[src/rtl/ctrl_seq.sv]
// Microcoded control sequencer: steps through T-states and decodes the control word
// from state/step/opcode. Optional single-step debug input enabled by CTRL_SEQ_STEP_EN.
module ctrl_seq #(
  parameter int OPCODE_W = 4,
  parameter int STEPS    = 6,
  parameter int FLAGS_W  = 4,
  parameter int CF_BIT   = 0,
  parameter int ZF_BIT   = 1
) (
  input  logic                       clk,
  input  logic                       rst,
  input  logic                       pr_mode,
`ifdef CTRL_SEQ_STEP_EN
  input  logic                       step_en,
`endif
  input  logic [OPCODE_W-1:0]        opcode,
  input  logic [FLAGS_W-1:0]         flags,
  output logic [15:0]                ctrl,
  output logic [$clog2(STEPS)-1:0]   step,
  output logic [1:0]                 state
);

  localparam int SW = $clog2(STEPS);
  localparam logic [SW-1:0] T0   = SW'(0);
  localparam logic [SW-1:0] T1   = SW'(1);
  localparam logic [SW-1:0] T2   = SW'(2);
  localparam logic [SW-1:0] T3   = SW'(3);
  localparam logic [SW-1:0] T4   = SW'(4);
  localparam logic [SW-1:0] TMAX = SW'(STEPS-1);

  localparam logic [15:0] C_HALT      = 16'h0001;
  localparam logic [15:0] C_A_IN      = 16'h0002;
  localparam logic [15:0] C_A_OUT     = 16'h0004;
  localparam logic [15:0] C_B_IN      = 16'h0008;
  localparam logic [15:0] C_ALU_OUT   = 16'h0010;
  localparam logic [15:0] C_ALU_SUB   = 16'h0020;
  localparam logic [15:0] C_INSTR_IN  = 16'h0040;
  localparam logic [15:0] C_INSTR_OUT = 16'h0080;
  localparam logic [15:0] C_MAR_IN    = 16'h0100;
  localparam logic [15:0] C_RAM_IN    = 16'h0200;
  localparam logic [15:0] C_RAM_OUT   = 16'h0400;
  localparam logic [15:0] C_PC_INC    = 16'h0800;
  localparam logic [15:0] C_PC_OUT    = 16'h1000;
  localparam logic [15:0] C_PC_JMP    = 16'h2000;
  localparam logic [15:0] C_FLAGS_IN  = 16'h4000;
  localparam logic [15:0] C_OUT_IN    = 16'h8000;

  typedef enum logic [1:0] {ST_RUN = 2'd0, ST_HALT = 2'd1, ST_PROG = 2'd2} state_t;

  state_t          r_state;
  logic [SW-1:0]   r_step;
  logic            r_live;
  logic            w_adv;
  logic            w_op_ok;
  logic [3:0]      w_op;
  logic [15:0]     w_dec;
  logic [SW-1:0]   w_last;

`ifdef CTRL_SEQ_STEP_EN
  assign w_adv = step_en;
`else
  assign w_adv = 1'b1;
`endif

  // Wider opcodes only decode when the upper bits are clear; anything else is a NOP.
  generate
    if (OPCODE_W > 4) begin : g_wide_op
      assign w_op_ok = ~|opcode[OPCODE_W-1:4];
    end else begin : g_narrow_op
      assign w_op_ok = 1'b1;
    end
  endgenerate
  assign w_op = opcode[3:0];

  always_comb begin
    w_dec  = '0;
    w_last = T2;
    if (w_op_ok) begin
      case (w_op)
        4'd1, 4'd4: w_last = T3;
        4'd2, 4'd3: w_last = T4;
        default:    w_last = T2;
      endcase
    end
    if (r_state == ST_RUN) begin
      if (r_step == T0)      w_dec = C_PC_OUT | C_MAR_IN;
      else if (r_step == T1) w_dec = C_RAM_OUT | C_INSTR_IN | C_PC_INC;
      else if (w_op_ok) begin
        case (w_op)
          4'd1: begin
            if (r_step == T2)      w_dec = C_INSTR_OUT | C_MAR_IN;
            else if (r_step == T3) w_dec = C_RAM_OUT | C_A_IN;
          end
          4'd2, 4'd3: begin
            if (r_step == T2)      w_dec = C_INSTR_OUT | C_MAR_IN;
            else if (r_step == T3) w_dec = C_RAM_OUT | C_B_IN;
            else if (r_step == T4) w_dec = C_ALU_OUT | C_A_IN | C_FLAGS_IN |
                                           ((w_op == 4'd3) ? C_ALU_SUB : 16'h0000);
          end
          4'd4: begin
            if (r_step == T2)      w_dec = C_INSTR_OUT | C_MAR_IN;
            else if (r_step == T3) w_dec = C_A_OUT | C_RAM_IN;
          end
          4'd5:  if (r_step == T2) w_dec = C_INSTR_OUT | C_A_IN;
          4'd6:  if (r_step == T2) w_dec = C_INSTR_OUT | C_PC_JMP;
          4'd7:  if (r_step == T2 && flags[CF_BIT]) w_dec = C_INSTR_OUT | C_PC_JMP;
          4'd8:  if (r_step == T2 && flags[ZF_BIT]) w_dec = C_INSTR_OUT | C_PC_JMP;
          4'd14: if (r_step == T2) w_dec = C_A_OUT | C_OUT_IN;
          4'd15: if (r_step == T2) w_dec = C_HALT;
          default: ;
        endcase
      end
    end
  end

  // r_live holds off the first decode until one edge after reset release.
  always_ff @(posedge clk or negedge rst) begin
    if (!rst) begin
      r_state <= ST_RUN;
      r_step  <= '0;
      r_live  <= 1'b0;
    end else if (pr_mode) begin
      r_state <= ST_PROG;
      r_step  <= '0;
      r_live  <= 1'b1;
    end else if (!r_live) begin
      r_live  <= 1'b1;
    end else if (w_adv) begin
      case (r_state)
        ST_RUN: begin
          if (w_dec[0]) begin
            r_state <= ST_HALT;
            r_step  <= '0;
          end else if (r_step == w_last || r_step == TMAX) begin
            r_step  <= '0;
          end else begin
            r_step  <= r_step + SW'(1);
          end
        end
        ST_PROG: begin
          r_state <= ST_RUN;
          r_step  <= '0;
        end
        default: ;
      endcase
    end
  end

  assign ctrl  = (r_live && w_adv) ? w_dec : 16'h0000;
  assign step  = r_step;
  assign state = r_state;

endmodule

[config.mk]
export PLATFORM = sky130hd
export DESIGN_NAME = ctrl_seq
export DESIGN_NICKNAME = d
export VERILOG_FILES = /design/src/rtl/ctrl_seq.sv
export SDC_FILE = /design/constraint.sdc
export NUM_CORES = 1
export LEC_CHECK = 0
export CORE_MARGIN = 2
export CORE_UTILIZATION = 45
export DETAILED_ROUTE_END_ITERATION = 7
export MAX_ROUTING_LAYER = met4
export PLACE_DENSITY = 0.88
export SETUP_SLACK_MARGIN = 0.15
export SYNTH_ARGS = -nofsm -noshare
export SYNTH_HDL_FRONTEND = slang
export SYNTH_SLANG_ARGS = --single-unit
[constraint.sdc]
create_clock -name clk -period 4.85 [get_ports clk]
set_input_delay 0.7275 -clock clk [delete_from_list [all_inputs] [get_ports clk]]
set_output_delay 0.7275 -clock clk [all_outputs]
set_load 0.005 [all_outputs]
==> results_dict.tcl, run 1 <==
set metrics [dict create \
    placementRows 14 \
    ys_ff_latch 6 \
    crit_reg_reg_startpoint "step[0]" \
    clock_tree.buffer_depth 2 \
    power.share.clock_pct 32.7 \
    leakage_nw 0.394 \
    hold_path_class "flop to flop" \
    rrSetupSlack_ns 2.88 \
    required_arrival_time_at_the_worst_endpoint_ns 4.12 \
    worst-slew-pin-transition_ns 0.581 \
    wire_length_of_the_first_global_routing_pass_mm 3.01 \
    clk_root_buffer_cell "sky130_fd_sc_hd__clkbuf_4" \
    cts_inserted_buffers 3 \
    cellPowerDensity_nw_per_um2 132 \
    area_growth_syn_to_layout_pct 37.1 \
    run_status "complete, no violations" \
    finalHoldViolations 0 \
    fin_total_pwr_uw 135 \
    drt-vias-per-instance 5.64 \
    core-area_um2 1520 \
    number_of_instances_in_the_synthesized_netlist 99 \
    design_area_um2 1020 \
    die_area_um2 2000 \
    power.share.switching_pct 27.9 \
    max-cap-violations 0 \
    intPower_uw 97.5 \
    fin_crit_ns 3.78 \
    num-nets-final 142 \
    ys_seq_area_share_pct 20.1 \
    route.vias.total 790 \
    cts.repair.resized 0 \
    grt_max_degree 15 \
    slew_headroom_pct 61.3 \
    final.setup.tns_ns 0 \
    cts_setup_buffers 0 \
    clkSlewWorstSetupHoldPaths_ns 0.04 \
    synthDominantAreaCellType "sky130_fd_sc_hd__dfrtp_1" \
    first_iter_violations 14 \
    drtPass1Iterations 4 \
    async_flop_share_pct 100 \
    antenna_cells_inserted 0 \
    layout-drive-gt1-share_pct 6.45 \
    crit_path_start "opcode[3]" \
    tritoncts_num_sinks 6 \
    rr_endpoint "step[0]" \
    synth-warning-count 0 \
    cp-start-kind "input port" \
    synth.cell_area_um2 746 \
    ir_drop_v 0.000245 \
    place.detailed.hpwl_mm 1.43 \
    seqPwrFrac_pct 40.0 \
    setup_repair_after_global_routing_missed_its_margin "false" \
    cts_htree_levels 1 \
    drt_total_wl_mm 1.84 \
    fmax_mhz 265 \
    synth_area_per_cell_um2 7.53 \
    end_kind "primary output" \
    die_h_um 44.7 \
    clkLatencyLatePin_ns 0.24 \
    holdBufCountCts 0 \
    synth_cell_type_count 37 \
    postSynthNetCount 115 \
    globalRouteOverflowTotal 0 \
    logic_gate_share_of_total_power_pct 27.4 \
    final_max_slew_viol_count 0 \
    antenna_found_initial 0 \
    synth_enable_flop_cells 0 \
    yosys-top-cells-area "sky130_fd_sc_hd__dfrtp_1 (20%), sky130_fd_sc_hd__ha_1 (8.4%), sky130_fd_sc_hd__nor2_1 (5.0%)" \
    io_buffer_count 29 \
    finalClockSkew_ns 0.00508 \
    globalRouteTotalUtil_pct 20.4 \
    timing.reg2reg.worst_path_depth 6 \
    gp_congestion 0.832 \
    power.net_switching_uw 37.7 \
    setup-violations-final 0 \
    critPathKind "input port to primary output" \
    post_route_antenna_net_violation_count 0 \
    layout.core_utilization_pct 67.1 \
    final.hold.worst_slack_ns 0.564 \
    top_level_ports 32 \
    critical_path_arrival_ns 3.05 \
    synthFlopType "sky130_fd_sc_hd__dfrtp_1" \
    synthMostInstantiatedCell "sky130_fd_sc_hd__nor2_1" \
    grt_pass1_vias 678 \
    synth_largest_type_area_fraction_pct 20.1 \
    floorplan.initialDensity_pct 48.9 \
    critical_path_sink "ctrl[2]" \
    layout_worst_path_cycle_share_pct 77.8 \
    dieWidth_um 44.7 \
    drt-wirelength-per-cell_um 13.1 \
    leading_cell_types_by_count_after_synthesis "sky130_fd_sc_hd__nor2_1 (10), sky130_fd_sc_hd__inv_1 (9), sky130_fd_sc_hd__nand2_1 (7)" \
    min_delay_path_depth 1 \
    clock_tree_from_tritoncts "done" \
    detail_route.drc_violations 0 \
    placed_area_um2 1000 \
    crit_path_max_fanout 14 \
]
-- cell usage in the layout (no fill, tap or decap), types with 2 or more instances in the layout --
cell	count
sky130_fd_sc_hd__a21o_1	2
sky130_fd_sc_hd__nand2_1	7
sky130_fd_sc_hd__nor4_1	3
sky130_fd_sc_hd__inv_1	9
sky130_fd_sc_hd__nor2b_1	3
sky130_fd_sc_hd__o31ai_1	3
sky130_fd_sc_hd__nor3_1	4
sky130_fd_sc_hd__or4_1	3
sky130_fd_sc_hd__mux2i_1	2
sky130_fd_sc_hd__nand2b_1	3
sky130_fd_sc_hd__o31a_1	2
sky130_fd_sc_hd__clkbuf_4	3
sky130_fd_sc_hd__clkdlybuf4s50_1	29
sky130_fd_sc_hd__ha_1	5
sky130_fd_sc_hd__dfrtp_1	6
sky130_fd_sc_hd__inv_2	2
sky130_fd_sc_hd__nand3_1	3
sky130_fd_sc_hd__a21oi_1	5
sky130_fd_sc_hd__xnor2_1	2
sky130_fd_sc_hd__nor2_1	10
sky130_fd_sc_hd__or2_1	2
sky130_fd_sc_hd__nor3b_1	2
-- logic make-up after synthesis --
family                     Yosys count  synth area share, %
muxes                                2                 2.68
buffers and inverters               18                 13.1
and+or+nand+nor                     45                 33.9
other                                1                0.503
AOI/OAI and AO/OA                   20                 19.0
adders and majority gates            5                 8.39
DFF                                  6                 20.1
xor gates and xnor gates             2                 2.35
-- power groups by stage --
stage / Sequential, mW / Clock (mW) / Combinational (mW)
3_5_place_dp: 0.0548 / 0 / 0.0367
6_report: 0.0540 / 0.0442 / 0.0370
4_1_cts: 0.0540 / 0.0466 / 0.0368
5_1_grt: 0.0542 / 0.0497 / 0.0409
3_3_place_gp: 0.0546 / 0 / 0.0357
2_1_floorplan: 0.0544 / 0 / 0.0219
-- metal layers --
layer / vias up / track usage [%] / routed length [um] / share of wire, %
li1: 401 / - / - / -
met1: 367 / 30.1 / 850 / 46
met2: 22 / 29.9 / 901 / 49
met3: 0 / 4.80 / 85 / 4.6
met4: 0 / 0.606 / 0 / 0
met5: - / - / 0 / 0
-- layout make-up --
class,count,area [um2]
flip-flops and latches,6,150
clock buffers,3,22.5
inverters,11,41.3
fillers,139,502
well taps,16,20.0
repair buffers,29,290
multi-input cells,75,498
-- flip-flops by register name, summed over array words and instances (netlist names) --
register  cells
state         2
step          3
r_live        1
-- critical path, stage by stage --
cell and delay (ns):
sky130_fd_sc_hd__clkdlybuf4s50_1 0.77, sky130_fd_sc_hd__or3_1 0.18, sky130_fd_sc_hd__a21o_1 0.12, sky130_fd_sc_hd__o2111ai_1 0.28, sky130_fd_sc_hd__o41ai_1 0.41, sky130_fd_sc_hd__clkdlybuf4s50_1 0.56
-- metrics by stage --
step / setup WS, ns / instances
finish: 1.07 / 140
global route: 0.873 / 140
CTS: 1.11 / 140
detailed placement: 1.14 / 137
global placement: 1.15 / 137
floorplan: 2.39 / 99
-- how the worst min path moves through the flow --
stage	from	endpoint	slack, ns
final	state[1]	state[1]	0.56
after global routing	state[1]	state[1]	0.59
after CTS	state[1]	state[1]	0.57
after detailed placement	state[1]	state[1]	0.56
after global placement	state[1]	state[1]	0.55
after floorplan	rst	r_live	0.43
Note: power is estimated with default switching activity, not from simulation.
==> run 2, diff against run 1 <==
CORE_UTILIZATION = 41   (was 45)
PLACE_DENSITY = 0.82   (was 0.88)
clock period = 3.5 ns   (was 4.85 ns; I/O delays follow)
==> run 2 against run 1 <==
Net effect:
- clock skew up 0.0066 ns
- critical path type unchanged
- sequential power up 38%
- wire length up 2.8%
- highest routed layer is now met4
- sequential share of layout area down 0.47 points
- critical path depth unchanged
- flip-flop and latch count unchanged
- global-route usage down 0.62 points
- design area up 3.3%
==> results_dict.tcl, run 2 (synthesized netlist as in run 1, its figures left out) <==
set metrics [dict create \
    final_cell_mix "sky130_fd_sc_hd__clkdlybuf4s50_1 (29), sky130_fd_sc_hd__nor2_1 (10), sky130_fd_sc_hd__inv_1 (9)" \
    critical_path_arrival_ns 2.73 \
    required_arrival_time_at_the_worst_endpoint_ns 2.97 \
    layout_worst_path_cycle_share_pct 93.1 \
    globalRouteTotalUtil_pct 19.7 \
    seqPwrFrac_pct 38.4 \
    clock_tree.buffer_depth 2 \
    final.setup.tns_ns 0 \
    logic_gate_share_of_total_power_pct 27.8 \
    dieWidth_um 46.6 \
    finalClockSkew_ns 0.0117 \
    die_h_um 46.6 \
    globalRouteOverflowTotal 0 \
    placementRows 15 \
    fin_crit_ns 3.26 \
    drt_total_wl_mm 1.89 \
    setup-violations-final 0 \
    clkLatencyLatePin_ns 0.25 \
    antenna_cells_inserted 0 \
    clkSlewWorstSetupHoldPaths_ns 0.05 \
    crit_path_max_incr_delay_ns 0.63 \
    floorplan.initialDensity_pct 43.2 \
    place.detailed.hpwl_mm 1.53 \
    clk_root_buffer_cell "sky130_fd_sc_hd__clkbuf_4" \
    crit_chain "clkdlybuf4s50_1 > or3_1 > a21o_1 > o2111ai_1 > o41ai_1 > clkdlybuf4s50_1" \
    final_common_cell "sky130_fd_sc_hd__clkdlybuf4s50_1" \
    cp-start-kind "input port" \
    route.vias.total 828 \
    final_max_slew_viol_count 0 \
    layout-drive-gt1-share_pct 8.66 \
    worst-slew-pin-transition_ns 0.613 \
    io_buffer_count 29 \
    cts_htree_levels 1 \
    num-nets-final 145 \
    critPathKind "input port to primary output" \
    slew_headroom_pct 59.1 \
    cts_inserted_buffers 3 \
    intPower_uw 138 \
    finalHoldViolations 0 \
    cellPowerDensity_nw_per_um2 184 \
    power.share.switching_pct 29.3 \
    core-area_um2 1730 \
    cts.repair.resized 0 \
    drt-vias-per-instance 5.45 \
    max-cap-violations 0 \
    drtPass1Iterations 4 \
    die_area_um2 2180 \
    power.net_switching_uw 56.9 \
    grt_pass1_vias 705 \
    post_route_antenna_net_violation_count 0 \
    area_growth_syn_to_layout_pct 41.6 \
    detail_route.drc_violations 0 \
    clock_tree_from_tritoncts "done" \
    holdBufCountCts 0 \
    final.hold.worst_slack_ns 0.509 \
    power.share.clock_pct 33.8 \
    rrSetupSlack_ns 1.53 \
    gp_congestion 0.882 \
    number_of_flip_flops_under_the_largest_register_name 3 \
    crit_path_max_fanout 7 \
    ir_drop_v 0.000286 \
    antenna_found_initial 0 \
    timing.critical_path.slowest_stage_cell "sky130_fd_sc_hd__clkdlybuf4s50_1" \
    top_level_ports 32 \
    end_kind "primary output" \
    leakage_nw 0.408 \
    setup_repair_after_global_routing_missed_its_margin "false" \
    tritoncts_num_sinks 6 \
    critPathMostFrequentCell "sky130_fd_sc_hd__clkdlybuf4s50_1" \
    run_status "complete, no violations" \
    first_iter_violations 16 \
    drt-wirelength-per-cell_um 12.4 \
    fmax_mhz 307 \
    cts_setup_buffers 0 \
    grt_max_degree 13 \
    wire_length_of_the_first_global_routing_pass_mm 2.95 \
    hold_path_class "input port to async pin" \
]
-- run 2: cell types whose count changed in the layout (fill, tap and decap cells not counted), sizes merged --
cell | before | now
buf | 0 | 3
-- run 2: per-layer routing --
| layer | global-route usage [%] | vias up | part of all wire [%] |
|---|---|---|---|
| met5 | - | - | 0 |
| met4 | 3.89 | 0 | 0.37 |
| met3 | 7.84 | 3 | 6.0 |
| met2 | 31.1 | 27 | 50 |
| met1 | 23.9 | 392 | 44 |
| li1 | - | 406 | - |
-- run 2: per-stage QoR --
step / cell area [um2] / power, mW / instances / utilization [%] / setup WS, ns
6_report: 1060 / 0.194 / 152 / 61.2 / 0.242
5_1_grt: 1060 / 0.210 / 152 / 61.2 / 0.150
4_1_cts: 1060 / 0.197 / 152 / 61.2 / 0.256
3_5_place_dp: 1030 / 0.130 / 149 / 59.9 / 0.266
3_3_place_gp: 1030 / 0.128 / 149 / 59.9 / 0.316
2_1_floorplan: 746 / 0.106 / 99 / - / 1.37
-- run 2: power by group through the flow --
stage,sequential [mW],clock (mW),combinational [mW]
global placement,0.0757,0,0.0523
CTS,0.0748,0.0681,0.0539
detailed placement,0.0758,0,0.0537
floorplan,0.0753,0,0.0303
global route,0.0751,0.0752,0.0594
finish,0.0747,0.0658,0.0540
-- run 2: cell type report --
| class | count | area [um2] |
|---|---|---|
| multi-input combinational | 75 | 498 |
| sequential | 6 | 150 |
| timing repair buffer | 32 | 313 |
| tap | 25 | 31.3 |
| inverter | 11 | 41.3 |
| fill | 163 | 671 |
| clock buffer | 3 | 22.5 |
-- run 2: worst max-delay path: cells and delay by family --
family | cells | cell delay, ns
AND/OR/NAND/NOR | 1 | 0.16
buffers and inverters | 2 | 1.19
AO/OA/AOI/OAI | 3 | 0.86
-- run 2: final timing paths --
kind | cells after the start | endpoint | from
max in group asynchronous | 1 | step[1] | rst
min reg2reg | 1 | state[1] | state[1]
max | 6 | ctrl[2] | opcode[0]
max reg2reg | 6 | state[0] | step[0]
min | 1 | state[1] | rst
min in group clk | 1 | state[1] | state[1]
==> run 3, diff against run 2 <==
ABC_AREA = 0   (was unset)
==> results of run 3 <==
Same layout as run 2: the final DEF is identical, and so are final timing and power.
